<file path="config.mk">
export PLATFORM = sky130hd
export DESIGN_NAME = dechuff_mcu_sched
export DESIGN_NICKNAME = d
export VERILOG_FILES = /design/src/rtl/dechuff_mcu_sched.sv
export SDC_FILE = /design/constraint.sdc
export NUM_CORES = 1
export LEC_CHECK = 0
export ABC_AREA = 1
export CORE_ASPECT_RATIO = 2
export CORE_UTILIZATION = 48
export DETAILED_ROUTE_END_ITERATION = 16
export HOLD_SLACK_MARGIN = 0.05
export PLACE_DENSITY_LB_ADDON = 0.15
export SLEW_MARGIN = 25
export SYNTH_ARGS = -nofsm -noshare
export SYNTH_HDL_FRONTEND = slang
export SYNTH_SLANG_ARGS = --single-unit
</file>
<file path="constraint.sdc">
create_clock -name clock -period 2.74 [get_ports clock]
set_clock_uncertainty 0.15 [all_clocks]
set_input_delay 0.822 -clock clock [delete_from_list [all_inputs] [get_ports clock]]
set_output_delay 0.822 -clock clock [all_outputs]
set_load 0.05 [all_outputs]
</file>
<file path="src/rtl/dechuff_mcu_sched.sv">
// Shares one upstream entropy-coded byte stream among NLANES Huffman decoder lanes.
// Bytes go to one lane at a time in MCU order. Each lane holds the stream for its
// configured number of blocks and hands it on when it reports end-of-block.
// An upstream end-of-stream token is fanned out to every lane in index order before
// it is consumed.
module dechuff_mcu_sched #(
    parameter int unsigned NLANES = 3,
    parameter int unsigned W      = 8,
    parameter int unsigned CW     = 3,
    parameter int unsigned MW     = 16,
    localparam int unsigned LW    = (NLANES > 1) ? $clog2(NLANES) : 1,
    localparam int unsigned PW    = $clog2(NLANES + 1)
) (
    input  logic                 clock,
    input  logic                 reset,
    input  logic [W-1:0]         src_d,
    input  logic                 src_v,
    input  logic                 src_e,
    output logic                 src_b,
    output logic [W-1:0]         lane_d,
    output logic [NLANES-1:0]    lane_v,
    output logic [NLANES-1:0]    lane_e,
    input  logic [NLANES-1:0]    lane_b,
    input  logic [NLANES-1:0]    eob_v,
    output logic [NLANES-1:0]    eob_b,
    input  logic [NLANES*CW-1:0] blk_cnt,
    output logic [LW-1:0]        cur_lane,
    output logic [MW-1:0]        mcu_count,
    output logic                 busy,
    output logic                 cfg_err
);

    typedef enum logic [1:0] {StIdle, StSel, StFwd, StFlush} state_e;

    state_e        state_q;
    logic [PW-1:0] ptr_q;    // next lane to consider in SEL; NLANES means MCU done
    logic [PW-1:0] flush_q;  // lane receiving end-of-stream; NLANES means consume upstream
    logic [CW-1:0] blk_q;    // blocks finished by the granted lane in this MCU
    logic [CW-1:0] blk_inc;

    logic [CW-1:0] cnt_arr [NLANES];
    logic          sel_found;
    logic          all_zero;
    logic [LW-1:0] sel_lane;
    logic          eob_hit;
    logic          flush_tail;
    logic [LW-1:0] flush_lane;

    for (genvar g = 0; g < NLANES; g++) begin : g_cnt
        assign cnt_arr[g] = blk_cnt[g*CW +: CW];
    end

    assign blk_inc    = blk_q + CW'(1);
    assign eob_hit    = eob_v[cur_lane];
    assign flush_tail = (flush_q == PW'(NLANES));
    assign flush_lane = flush_q[LW-1:0];
    assign busy       = (state_q != StIdle);
    assign lane_d     = src_d;

    // Lowest lane at or above the pointer that owns at least one block per MCU.
    always_comb begin
        sel_found = 1'b0;
        all_zero  = 1'b1;
        sel_lane  = '0;
        for (int i = 0; i < int'(NLANES); i++) begin
            if (cnt_arr[i] != '0) begin
                all_zero = 1'b0;
                if (!sel_found && (i >= int'(ptr_q))) begin
                    sel_found = 1'b1;
                    sel_lane  = LW'(i);
                end
            end
        end
    end

    // Stream handshakes: zero-latency pass-through to the granted lane, eob first.
    always_comb begin
        src_b  = 1'b1;
        lane_v = '0;
        lane_e = '0;
        eob_b  = '1;
        case (state_q)
            StFwd: begin
                eob_b[cur_lane] = 1'b0;
                if (!eob_hit && !(src_v && src_e)) begin
                    src_b            = lane_b[cur_lane];
                    lane_v[cur_lane] = src_v;
                end
            end
            StFlush: begin
                if (flush_tail) begin
                    src_b = 1'b0;
                end else begin
                    lane_v[flush_lane] = 1'b1;
                    lane_e[flush_lane] = 1'b1;
                end
            end
            default: ;
        endcase
    end

    // Scheduler state, grant, block and MCU bookkeeping.
    always_ff @(posedge clock or negedge reset) begin
        if (!reset) begin
            state_q   <= StIdle;
            ptr_q     <= '0;
            flush_q   <= '0;
            blk_q     <= '0;
            cur_lane  <= '0;
            mcu_count <= '0;
            cfg_err   <= 1'b0;
        end else begin
            case (state_q)
                StIdle: begin
                    if (src_v) begin
                        state_q <= StSel;
                        ptr_q   <= '0;
                    end
                end
                StSel: begin
                    if (sel_found) begin
                        cur_lane <= sel_lane;
                        blk_q    <= '0;
                        state_q  <= StFwd;
                    end else if (all_zero) begin
                        cfg_err <= 1'b1;
                        state_q <= StIdle;
                    end else begin
                        // Ran past the last active lane: MCU complete, search again from 0.
                        mcu_count <= mcu_count + MW'(1);
                        ptr_q     <= '0;
                    end
                end
                StFwd: begin
                    if (eob_hit) begin
                        blk_q <= blk_inc;
                        if (blk_inc == cnt_arr[cur_lane]) begin
                            ptr_q   <= PW'(cur_lane) + PW'(1);
                            state_q <= StSel;
                        end
                    end else if (src_v && src_e) begin
                        flush_q <= '0;
                        state_q <= StFlush;
                    end
                end
                StFlush: begin
                    if (flush_tail) begin
                        state_q <= StIdle;
                    end else if (!lane_b[flush_lane]) begin
                        flush_q <= flush_q + PW'(1);
                    end
                end
                default: state_q <= StIdle;
            endcase
        end
    end

endmodule

</file>
Word level (Yosys, flattened, before mapping)
Cells that the tools add are included.
{ "word_totals": {"register_bits": 28, "inputBits": 27, "output_inout_bits": 38} }
{ "op_classes": {"add_sub_neg": 4, "order_cmp": 8, "eq_ne": 19, "muxes": 56, "n_bitwise": 5, "reduce_logical": 25} }
{ "op_table": {"columns": ["op", "count"], "rows": [
  ["2-bit two-way mux", 18],
  ["3-bit two-way mux", 8],
  ["2-bit inequality test, second input constant", 11],
  ["1-bit two-way mux", 18],
  ["16-bit by 1-bit adder with 16-bit output, second input constant", 1],
  ["3-bit case mux with 2 select lines", 2],
  ["3-bit nonzero test", 4],
  ["5-bit AND reduction", 2],
  ["3-bit inequality test, second input constant", 3],
  ["3-bit AND reduction", 3],
  ["2-bit case mux with 4 select lines", 1],
  ["1-bit binary-select mux with 2-bit select", 3],
  ["3-bit binary-select mux with 2-bit select", 1],
  ["2-bit equality test, second input constant", 3],
  ["1-bit logical AND", 6],
  ["2-bit by 3-bit < comparator with 1-bit output, second input constant", 2],
  ["2-bit case mux with 3 select lines", 1],
  ["6-bit AND reduction", 1],
  ["2-bit nonzero test", 3],
  ["2-bit by 1-bit adder with 2-bit output, second input constant", 2],
  ["1-bit demux with 2-bit select", 2],
  ["1-bit by 2-bit >= comparator with 1-bit output, first input constant", 2],
  ["2-bit by 1-bit >= comparator with 1-bit output, second input constant", 2],
  ["1-bit zero test", 4],
  ["13 further kinds", 14]
]} }

Longest topological paths before layout
Gate-level depths: netlist (run 1).
{ "logic_depth": {"word_depth": 13, "depth_mapped": 12} }

Worst setup path before layout (run 1)
No wires, ideal clock.
{ "synth_path": {"path_type": "flip-flop to output port", "startpoint": "register cur_lane[0]", "endpoint": "output port lane_v[2]", "arrival_time_ps": 2298, "slack_ps": -530, "stages_incl_launch_ff": 6, "path_cell_list": "dfrtp_1 buf_4 inv_1 ha_1 nand2_1 o22ai_1"} }
{ "synth_via": {"elab_chain_len": 7, "word_cells_on_any_way": 12, "cone_classes": "2 x order compare; 6 x mux; 1 x bitwise; 3 x reduce/logical"} }
{ "synth_lines": {"columns": ["element", "line_no", "rtl"], "rows": [
  ["start: declaration", "27", "output logic [LW-1:0] cur_lane,"],
  ["start signal: assignment", "122", "cur_lane <= sel_lane;"],
  ["2-bit by 3-bit < comparator with 1-bit output (implied by the code) / 2-bit by 1-bit >= comparator with 1-bit output (equally long branches)", "87", "lane_v[cur_lane] = src_v;"],
  ["1-bit logical AND (implied by the code)", "87", null],
  ["1-bit two-way mux (implied by the code)", "87", null],
  ["1-bit demux with 2-bit select", "87", null],
  ["3-bit bitwise AND (no source line)", null, null],
  ["3-bit two-way mux *", "85", "if (!eob_hit && !(src_v && src_e)) begin"],
  ["3-bit case mux with 2 select lines *", "82", "case (state_q)"],
  ["end: declaration", "21", "output logic [NLANES-1:0] lane_v,"]
]} }
Every way passes the cells marked *; elsewhere a longest branch is shown, timed or not. The select of a mux whose other input is x is not followed.

Worst setup path after layout (run 1)
{ "layout_path": {"startpoint": "input port eob_v[1]", "endpoint": "output port src_b"} }
{ "layout_via": {"elab_chain_len": 6} }
{ "layout_lines": {"columns": ["element", "line_no", "rtl"], "rows": [
  ["start: declaration", "24", "input logic [NLANES-1:0] eob_v,"],
  ["1-bit binary-select mux with 2-bit select", "54", "assign eob_hit = eob_v[cur_lane];"],
  ["1-bit two-way mux (implied by the code)", "54", null],
  ["1-bit zero test", "85", null],
  ["1-bit logical AND", "85", null],
  ["1-bit two-way mux", "85", null],
  ["1-bit case mux with 2 select lines", "82", null],
  ["end: declaration", "19", "output logic src_b,"]
]} }
Every way passes these cells. The select of a mux whose other input is x is not followed.

==> reports/summary.txt, run 1 <==
worst hold path stage count: 2
post-synthesis sequential area ratio: 0.3504
Synth cell types: 30
post-cts hold buffer count: 0
Top-Level Pins: 65
async set-reset flop share out of synthesis: 1.000
reg-to-reg endpoint: state_q[1]
Post-synth EDFFs: 0
syn_area_per_cell: 7.324 um^2
PnR worst setup slack: -0.09042 ns
CTS max path bufs: 2
Least-Margin Pin Slew: 0.5905 ns
Clock Sinks: 28
post-layout util: 0.7899
# fillers: 262
fin. max-slew vios: 0
final wirelength: 5948 um
post-synthesis instance total: 273
die width: 47.64 um
overall power: 2.725 mW
reg2reg start: cur_lane[0]
Root Buffer: clkbuf_8
later-pin clock latency in the skew report: 0.27 ns
Slew HR: 0.6030
clk slew on worst S/H paths: 0.09 ns
starting density of the core: 0.5096
Net Count, Synth: 309
share of cells above drive strength 1: 0.3296
chip height: 93.27 um
Pre-Repair DR Iteration Count: 4
CTS tree: done
Setup crit start kind: primary input
first-pass GRT wire length: 9101 um
period utilization: 1.033
final-report hold violation count: 0
Setup CP Type: primary input to output port
WL per Instance: 14.54 um
critical path data arrival time: 1.86 ns
largest net degree at the start of global routing: 29
maxcap violations: 0
FMAX: 0.3533 GHz
vias in the first global route: 2022
CTS buffer count: 3
Vias/cell: 5.115
hold_sp: cfg_err
R2R cell count: 20
VDD IR max: 734.0 uV
Residual DRC: 0
status: complete, but fails checks
Min Hold Slack: 0.3298 ns
FP Rows: 32
total global-route track usage: 0.2856
largest fanout on the critical path: 2
Hold Path End: cfg_err
final setup vio count: 6
Die Area: 0.004443 mm^2
fin cells: 409
Static Leak: 1.509 nW
GP Congestion: 0.8636
crit path time final: 2.830 ns
Mapped Area: 0.001999 mm^2
Critical Path End Type: output port
global route overflow: 0
Synth Flop Type: dfrtp_1
Required @ worst endpoint: 1.77 ns
Area Overhead vs Synth: 55.01%
DP Wirelength: 3791 um
layout net count: 395
core area: 0.003924 mm^2
setup TNS: -0.2423 ns
cell with the most instances after synthesis: nand2_1
flops & latches, synth: 28
Port Buffers: 48
Yosys top cell by area: dfrtp_1
Yosys warnings: 0
top cells by area, synth: dfrtp_1 (35%), nand2_1 (15%), inv_1 (7.1%), ha_1 (5.6%), nand3_1 (5.5%)
min-delay worst type: register to register
Vias: 2092
DR iter-0 viols: 46
Antenna Nets Post-Route: 0
most frequent cells after synthesis: nand2_1 (82), inv_1 (38), dfrtp_1 (28), nand3_1 (22), nor2_1 (18)
RSZ-0062 raised after global routing: true
top-area cell type share of the netlist area: 0.3504
H-tree Lvls: 1
PD cells: 879.4 mW/mm^2
placed cells: 374
initial antenna violation count: 0
failing checks: negative setup slack
Worst R2R Setup Slack: 0.06 ns
Ant. Diodes: 0
## per-layer routing
layer  up-vias  GRT usage  routed length (um)  share of wire
li1       1011          -                   -              -
met1       991     0.2908                2172           0.37
met2        66     0.4897                3227           0.54
met3        24    0.07336                 248          0.042
met4         0     0.1597                 300          0.050
met5         -          0                   0              0
## where the power goes
| part | switching (mW) | internal [mW] | total [mW] |
|---|---|---|---|
| Sequential | 0.142 | 0.529 | 0.671 |
| Clock | 0.123 | 0.128 | 0.252 |
| Combinational | 1.12 | 0.685 | 1.80 |
| Total | 1.38 | 1.34 | 2.73 |
## cells in the final DEF, fill, tap and decap left out, types with 3 or more instances in the layout
cell type        count
clkbuf_8             4
nor2_1              15
buf_12               9
inv_2                7
buf_4               42
xor2_1               9
nand2_1             67
ha_1                 9
o21ai_0              8
nand2_4              3
inv_1               34
buf_6                7
clkdlybuf4s50_1     29
xnor2_1              5
nor3_1               4
a21oi_1              3
o22ai_4              3
nand2_2             20
dfrtp_1             26
nand3_2              3
nand3_1             19
nor2_4               6
## cell type report
cell class,count,area (um^2),area share
Clock buffer,4,55.05,0.01776
Inverter,41,153.9,0.04966
Multi-Input combinational cell,194,1224,0.3948
Sequential cell,28,703.2,0.2269
Tap cell,51,63.81,0.02059
Timing Repair Buffer,91,899.6,0.2903
## per-stage QoR
step	worst slack, ns	cell area (um^2)
after CTS	-0.07844	2972
after global placement	-0.5247	2688
after global routing	-0.1005	3099
after floorplan	0.06763	2059
final	-0.09042	3099
after detailed placement	-0.5313	2688
## flip-flops by register name (all words and copies together) (netlist names)
signal and cells:
cur_lane 2, mcu_count 16, cfg_err 1, ptr_q 2
flush_lane 2, blk_q 3, state_q 2
## how the worst max path moves through the flow
stage / from / to / slack (ns) / depth (start not counted)
final: eob_v[1] / src_b / -0.09 / 10
after global routing: eob_v[1] / src_b / -0.10 / 10
after CTS: eob_v[0] / src_b / -0.08 / 10
after detailed placement: eob_v[1] / src_b / -0.53 / 11
after global placement: eob_v[1] / src_b / -0.52 / 11
after floorplan: eob_v[1] / lane_v[0] / 0.07 / 7
## cell families (layout without fill, tap and decap cells)
family                   Yosys count  in the layout  share of synthesized area
AND/OR/NAND/NOR                  147            147                     0.3429
buffers and inverters             51            136                     0.1164
flip-flops                        28             28                     0.3504
AO/OA/AOI/OAI                     23             23                    0.06446
XOR/XNOR                          15             15                    0.06947
adder cells (fa/ha/maj)            9              9                    0.05632
## what timing repair did
item | in CTS | in global routing
hold endpoints to repair | 0 | 0
gates resized for setup | 27 | 34
pin swaps | 12 | 17
setup buffers | 29 | 6
setup endpoints to repair | 4 | 10
## worst max-delay path, cell delays in order
cell	delay (ns)
buf_6	0.09
inv_2	0.05
nand2_2	0.05
nand3_2	0.09
nand2_2	0.09
nor2_4	0.13
nand2_4	0.08
a211oi_4	0.26
a21oi_4	0.04
buf_6	0.16
Power figures use the tool's default switching activity.
==> inputs of run 2 (changes only) <==
Settings changed: PLACE_DENSITY set to 0.83, PLACE_DENSITY_LB_ADDON 0.15 to not set.
==> reports/summary.txt, run 2 (synthesis results as in run 1) <==
status: complete, but fails checks
failing checks: negative setup slack
H-tree Lvls: 1
max FFs per register: 16
Ant. Diodes: 0
NetSw: 1.308 mW
Biggest register: mcu_count
final setup vio count: 3
CTS tree: done
later-pin clock latency in the skew report: 0.27 ns
layout net count: 375
Sw Ratio: 0.5137
top flop regs: mcu_count x16, blk_q x3
Top-Level Pins: 65
share of cells above drive strength 1: 0.2663
placed cells: 372
Port Buffers: 48
cells along the critical path: buf_8 -> clkinv_4 -> nand2_2 -> nand3_2 -> nand2_2 -> nor2_4 -> nand2_4 -> a211oi_4 -> a21oi_4 -> buf_6
Required @ worst endpoint: 1.77 ns
largest net degree at the start of global routing: 29
Area Overhead vs Synth: 43.80%
Seq pwr share: 0.264
first-pass GRT wire length: 7645 um
min-delay worst type: register to register
Clock power frac: 0.086
Comb pwr share: 0.650
setup TNS: -0.05208 ns
PnR worst setup slack: -0.03024 ns
vias in the first global route: 1838
Static Leak: 1.390 nW
initial antenna violation count: 0
Die Area: 0.004443 mm^2
WL per Instance: 13.52 um
Worst path slowest cell: a211oi_4
final-report hold violation count: 0
Least-Margin Pin Slew: 0.5342 ns
die width: 47.64 um
fin. max-slew vios: 0
Residual DRC: 0
Clock Sinks: 28
fin cells: 389
GP Congestion: 0.8753
clk slew on worst S/H paths: 0.09 ns
Root Buffer: clkbuf_8
Critical Path End Type: output port
Slowest Stage Delay on Critical Path: 0.21 ns
Pre-Repair DR Iteration Count: 4
CTS max path bufs: 2
Vias/cell: 5.000
critical path data arrival time: 1.80 ns
VDD IR max: 719.9 uV
Slew HR: 0.6409
post-cts hold buffer count: 0
Setup crit start kind: primary input
starting density of the core: 0.5096
Vias: 1945
crit path time final: 2.770 ns
total global-route track usage: 0.2385
Final Cell Area: 0.002875 mm^2
FMAX: 0.3610 GHz
global route overflow: 0
most frequent cells in the layout: nand2_1 (71), inv_1 (34), clkdlybuf4s50_1 (30)
Antenna Nets Post-Route: 0
CP most frequent cell: nand2_2
Int Power: 1.238 mW
DR iter-0 viols: 32
maxcap violations: 0
PD cells: 885.4 mW/mm^2
largest fanout on the critical path: 2
FP Rows: 32
RSZ-0062 raised after global routing: true
core area: 0.003924 mm^2
final wirelength: 5261 um
pre-CTS WS: -0.5079 ns
CTS buffer count: 3
period utilization: 1.011
DP Wirelength: 3813 um
placed instance area: 0.002660 mm^2
most common cell after layout, fill and taps aside: nand2_1
chip height: 93.27 um
Setup CP Type: primary input to output port
## run 2: cell count changes in the layout (fill, tap and decap cells not counted), sizes merged
cell           before  now
buf                59   36
clkinv              0    1
clkbuf              4    7
clkdlybuf4s50      29   30
dlymetal6s2s        1    0
inv                41   40
## run 2: final timing paths
| path | startpoint | to | slack (ns) | cells past startpoint |
|---|---|---|---|---|
| hold / removal | cfg_err | cfg_err | 0.33 | 2 |
| min in group asynchronous | reset | mcu_count[14] | 0.76 | 2 |
| max in group asynchronous | reset | cur_lane[0] | 1.40 | 2 |
| setup / recovery | eob_v[1] | src_b | -0.03 | 10 |
| setup reg to reg | cur_lane[0] | state_q[1] | 0.20 | 19 |
| hold reg to reg | cfg_err | cfg_err | 0.33 | 2 |
## run 2: cell type report
| cell class | count | area, um^2 |
|---|---|---|
| timing repair buffer | 71 | 709.4 |
| clock buffer | 4 | 45.04 |
| inverter | 41 | 158.9 |
| multi-input combinational | 194 | 1195 |
| fill | 288 | 1049 |
| tap | 51 | 63.81 |
| sequential | 28 | 703.2 |
## run 2: critical path, delay by kind of cell
family	cells	cell delay (ns)
AOI/OAI and AO/OA	2	0.25
and+or+nand+nor	5	0.43
buffers and inverters	3	0.29
## run 2: power by group through the flow
| stage | clock network [mW] | registers (mW) | logic [mW] |
|---|---|---|---|
| 6_report | 0.219 | 0.673 | 1.65 |
| 5_1_grt | 0.239 | 0.690 | 1.79 |
| 4_1_cts | 0.227 | 0.675 | 1.58 |
| 3_5_place_dp | 0 | 0.684 | 1.51 |
| 3_3_place_gp | 0 | 0.681 | 1.47 |
| 2_1_floorplan | 0 | 0.872 | 0.860 |
## run 2: metal layers
layer  vias up  wire [um]  GRT usage
li1        973          -          -
met1       903       1864     0.2159
met2        59       3063     0.4760
met3        10        235    0.02510
met4         0         98    0.09028
met5         -          0          0
## run 2: stage by stage
stage / hold slack, ns / power (mW) / utilization
after floorplan: 0.3070 / 1.732 / -
after global placement: 0.2999 / 2.153 / 0.6779
after detailed placement: 0.3152 / 2.189 / 0.6779
after CTS: 0.3386 / 2.481 / 0.7172
after global routing: 0.3556 / 2.718 / 0.7328
final: 0.3311 / 2.546 / 0.7328
## run 2: timing repair
action                                  in CTS  in global routing
endpoints found under the setup margin       4                  6
buffers inserted                            12                  4
resized for setup                           27                 22
pin swaps                                   10                 10
hold endpoints to repair                     0                  0
==> RTL change 1, RTL diff (settings of run 1) <==
Reset style: synchronous (`reset`), changed in one clocked block.
--- a/src/rtl/dechuff_mcu_sched.sv
+++ b/src/rtl/dechuff_mcu_sched.sv
@@ -102,3 +102,3 @@
     // Scheduler state, grant, block and MCU bookkeeping.
-    always_ff @(posedge clock or negedge reset) begin
+    always_ff @(posedge clock) begin
         if (!reset) begin
Check against the original RTL: differs if reset is asserted again (counterexample within 4 cycles, from zero or initial values and one cycle with reset low); with reset held inactive, the same outputs for 10 cycles.
==> RTL change 1 against run 1 <==
  * Power down 38%
  * Worst hold slack worse by 0.011 ns
  * Largest cell class unchanged
  * Synthesized area down 1.4%
  * Cell count down 0.73%
  * The run still ends with setup timing left
  * Clock power down 10%
  * Setup slack better by 0.043 ns
  * Sequential share of layout area down 2.4 points
  * Highest routed layer unchanged
  * Count of clock-buffer cells in the layout down 1
  * Die area down 1.4%
  * Routed wire length down 16%
  * Final area down 10%
  * Sequential cell count unchanged
==> RTL change 1: results (changes against run 1) <==
Post-CTS Setup Bufs 2 (-93%); first-pass GRT wire length 8180 µm (-10%); RePlAce Congestion 0.730 (-15%); fillers 339 (+29%); CTS HTree Levels 1 (unchanged); Area contributors post-synth dfxtp_1 (28%), nand2_1 (13%), a21oi_1 (7.1%); final wirelength 4980 µm (-16%); Top Registers mcu_count (16), blk_q (3); CP max FO 3 (+1); Final WS setup -0.0474 ns (+0.0430 ns); worst IR drop on VDD 0.387 mV (-47%); final net count 393 (-0.51%); clock latency on the worst-skew pair 0.28 ns; asr flop ratio synth 0 (-1.00); Post-Synth Adder-Cell Area 0.0571 (+0.000822); Final setup viols 3 (-3); Worst EP arrival 1.82 ns (-0.04 ns); total global-route track usage 0.251 (-0.0348); Cell variety after synth 33 (+10%); FF-to-FF path depth 9 (-55%); Hold Path Class reg2reg; Worst-Margin Slew 0.512 ns (-0.0784 ns); detailed placement HPWL 3990 µm (+5.3%); area fraction in compound gates after synthesis 0.119 (+0.0549); Syn Nets 339 (+9.7%); IO buf count 48 (unchanged); root buf cell clkbuf_8; hold depth 2 (unchanged); failing checks setup timing; post-synthesis sequential area ratio 0.284 (-0.0660); mux cell area share after synthesis 0 (unchanged); initial antenna violation count 0 (unchanged); run status complete, but fails checks; first-iteration detailed-routing DRC count 42 (-8.7%); Net Sw Frac 0.459 (-0.0485); Post-CTS Resized 25 (-7.4%); Via density 5.17 (+1.2%); combinational power share 0.550 (-0.111); vias in the first global route 2066 (+2.2%); synth cell count leaders nand2_1 (70), inv_1 (37), nor2_1 (37); XOR/XNOR Fraction of Synth Area 0.0267 (-0.0428); Yosys Warn Count 0 (unchanged); layout cells sized above 1 0.194 (-0.135); CTS buffer count 3 (unchanged); 1st-pass router iterations 4 (unchanged); pin count of the biggest net entering global routing 21 (-28%); clock share of power 0.134 (+0.042); # diodes 0 (unchanged); Place WS -0.474 ns (+0.0569 ns); CTS Buffer Depth 2 (unchanged); Static Leak 1.17 nW (-22%)
==> RTL change 1: cell types whose count changed in the layout (fill, tap and decap cells not counted), sizes merged, moves of 18 or more <==
| cell | change |
|---|---|
| buf | -30 |
| nand2 | -18 |
| nor2 | +19 |
| dfxtp | +28 |
| a21oi | +24 |
| dfrtp | -28 |
==> RTL change 1: worst paths after layout <==
check	to	slack, ns	startpoint
min	cfg_err	0.32	cfg_err
max reg2reg	mcu_count[10]	0.84	mcu_count[0]
min reg2reg	cfg_err	0.32	cfg_err
max	lane_v[0]	-0.05	eob_v[1]
==> RTL change 1: final cells by class <==
cell class                      count  area [µm²]  share of cell area
Tap cell                           51        63.8              0.0230
Inverter                           44         170              0.0612
Multi-Input combinational cell    216        1260               0.452
Sequential cell                    28         564               0.203
Timing Repair Buffer               64         684               0.246
Clock buffer                        3        41.3              0.0149
==> RTL change 1: critical path: stages <==
cell,delay [ns]
buf_6,0.09
nor2_4,0.09
nor2_2,0.04
nand2_1,0.06
nand2_2,0.07
nor2_4,0.12
inv_4,0.07
o32ai_4,0.28
buf_12,0.17
==> RTL change 1: metal layers <==
metal | vias up | part of all wire | global-route usage
met2 | 50 | 0.57 | 0.489
met4 | 0 | 0.025 | 0.119
met1 | 965 | 0.37 | 0.231
li1 | 1075 | - | -
met3 | 11 | 0.033 | 0.0156
met5 | - | 0 | 0
==> RTL change 1: per-stage QoR <==
stage                     hold slack (ns)  cell area (µm²)  power [W]  cells  TNS (ns)
final                               0.319             2780    0.00169    406   -0.0610
after detailed placement            0.301             2690    0.00144    401     -1.81
after CTS                           0.321             2770    0.00169    406   -0.0482
after floorplan                     0.311             2060    0.00118    303    -0.257
after global routing                0.372             2780    0.00182    406    -0.289
after global placement              0.302             2690    0.00142    401     -1.68
==> RTL change 2, RTL diff (flow settings as in run 1) <==
Without the edit above. `NLANES`: 3 -> 2.
--- a/src/rtl/dechuff_mcu_sched.sv
+++ b/src/rtl/dechuff_mcu_sched.sv
@@ -6,3 +6,3 @@
 module dechuff_mcu_sched #(
-    parameter int unsigned NLANES = 3,
+    parameter int unsigned NLANES = 2,
     parameter int unsigned W      = 8,
Ports: changed (7 resized); port bits go from 65 to 56. The function was not compared with the original's and may differ.
==> RTL change 2 against run 1 <==
  * Setup slack better by 0.16 ns
  * Sequential share of layout area increased by 4.9 points
  * Non-clock buffer count fell by 43
  * Synthesized area down 5.8%
  * Routed wire length shrank 30%
  * Final area decreased by 21%
  * Power down 22%
  * Sequential cell count is 1 lower
  * Clock power is 9.5% lower
  * Critical path type unchanged
  * Critical endpoint unchanged
  * Largest power group unchanged
==> RTL change 2: results (changes against run 1) <==
final net count 336 (-15%); dpl cells 350 (-6.4%); Mean Syn Cell Area 7.06 µm² (-3.6%); NetSw 0.00108 W (-22%); slowest CP cell dlygate4sd2_1; XOR/XNOR Fraction of Synth Area 0.0544 (-0.0150); total global-route track usage 0.223 (-0.0625); detailed placement HPWL 3370 µm (-11%); Worst-Margin Slew 0.496 ns (-0.0944 ns); fillers 339 (+29%); Post-Synth Adder-Cell Area 0.0266 (-0.0298); layout cells sized above 1 0.220 (-0.110); FF-to-FF path depth 11 (-45%); max incr delay on CP 0.23 ns (-0.03 ns); Area after DPL 0.00234 mm² (-13%); final wirelength 4180 µm (-30%); IO buf count 39 (-19%); area fraction in compound gates after synthesis 0.0498 (-0.0147); CP max FO 3 (+1); Static Leak 1.21 nW (-20%); post-synthesis sequential area ratio 0.359 (+0.00813); Num Clock Sinks 27 (-3.6%); RePlAce Congestion 0.834 (-3.5%); run status complete, no violations; Cell variety after synth 28 (-6.7%); worst IR drop on VDD 0.481 mV (-34%); pin count of the biggest net entering global routing 28 (-3.4%); vias in the first global route 1714 (-15%)
## RTL change 2: kinds of logic after synthesis
| family | count (synthesis) |
|---|---|
| xor gates and xnor gates | 10 |
| adders and majority gates | 4 |
| buffers and inverters | 53 |
| AOI/OAI and AO/OA | 17 |
| and+or+nand+nor | 156 |
| DFF | 27 |
## RTL change 2: area by class of cell
class                      count  area share
clock inverter                 1     0.00204
inverter                      43      0.0669
timing repair buffer          48       0.200
tap                           49      0.0250
sequential                    27       0.276
multi-input combinational    187       0.413
clock buffer                   3      0.0168
## RTL change 2: worst paths after layout
path                       slack (ns)       start           end
min in group asynchronous        0.76       reset  mcu_count[3]
max                              0.07    eob_v[1]         src_b
min                              0.33     cfg_err       cfg_err
max reg2reg                      0.99  flush_q[0]    state_q[1]
max in group asynchronous        1.42       reset      ptr_q[1]
min reg2reg                      0.33     cfg_err       cfg_err
## RTL change 2: critical path: cells and delay by family
kind / cells / cell delay [ns]
buf+inv: 4 / 0.52
simple gates: 3 / 0.23
compound gates: 1 / 0.12
## RTL change 2: routing by layer
layer,global-route usage,vias to the layer above,share of wire
met4,0.0858,0,0.015
met1,0.222,846,0.37
met2,0.427,39,0.58
met3,0.0140,6,0.027
li1,-,906,-
met5,0,-,0
## RTL change 2: what timing repair did
action / 4_1_cts / 5_1_grt
resized for setup: 11 / 4
hold buffers: 0 / 0
endpoints found under the setup margin: 3 / 3
buffers inserted: 3 / 1
pin swaps: 6 / 2
## RTL change 2: through the flow
| step | setup WS (ns) | setup TNS (ns) | power [W] | utilization |
|---|---|---|---|---|
| after floorplan | 0.0223 | 0 | 0.00152 | - |
| after CTS | 0.0380 | 0 | 0.00211 | 0.659 |
| after global placement | -0.122 | -0.310 | 0.00184 | 0.636 |
| final | 0.0710 | 0 | 0.00214 | 0.665 |
| after detailed placement | -0.159 | -0.386 | 0.00186 | 0.636 |
| after global routing | -0.00265 | -0.00265 | 0.00230 | 0.665 |
## RTL change 2: power by group through the flow
stage	Combinational [W]	Clock, W	Sequential [W]
2_1_floorplan	0.000790	0	0.000730
3_3_place_gp	0.00123	0	0.000609
3_5_place_dp	0.00125	0	0.000611
4_1_cts	0.00128	0.000232	0.000605
5_1_grt	0.00144	0.000248	0.000620
6_report	0.00130	0.000228	0.000604
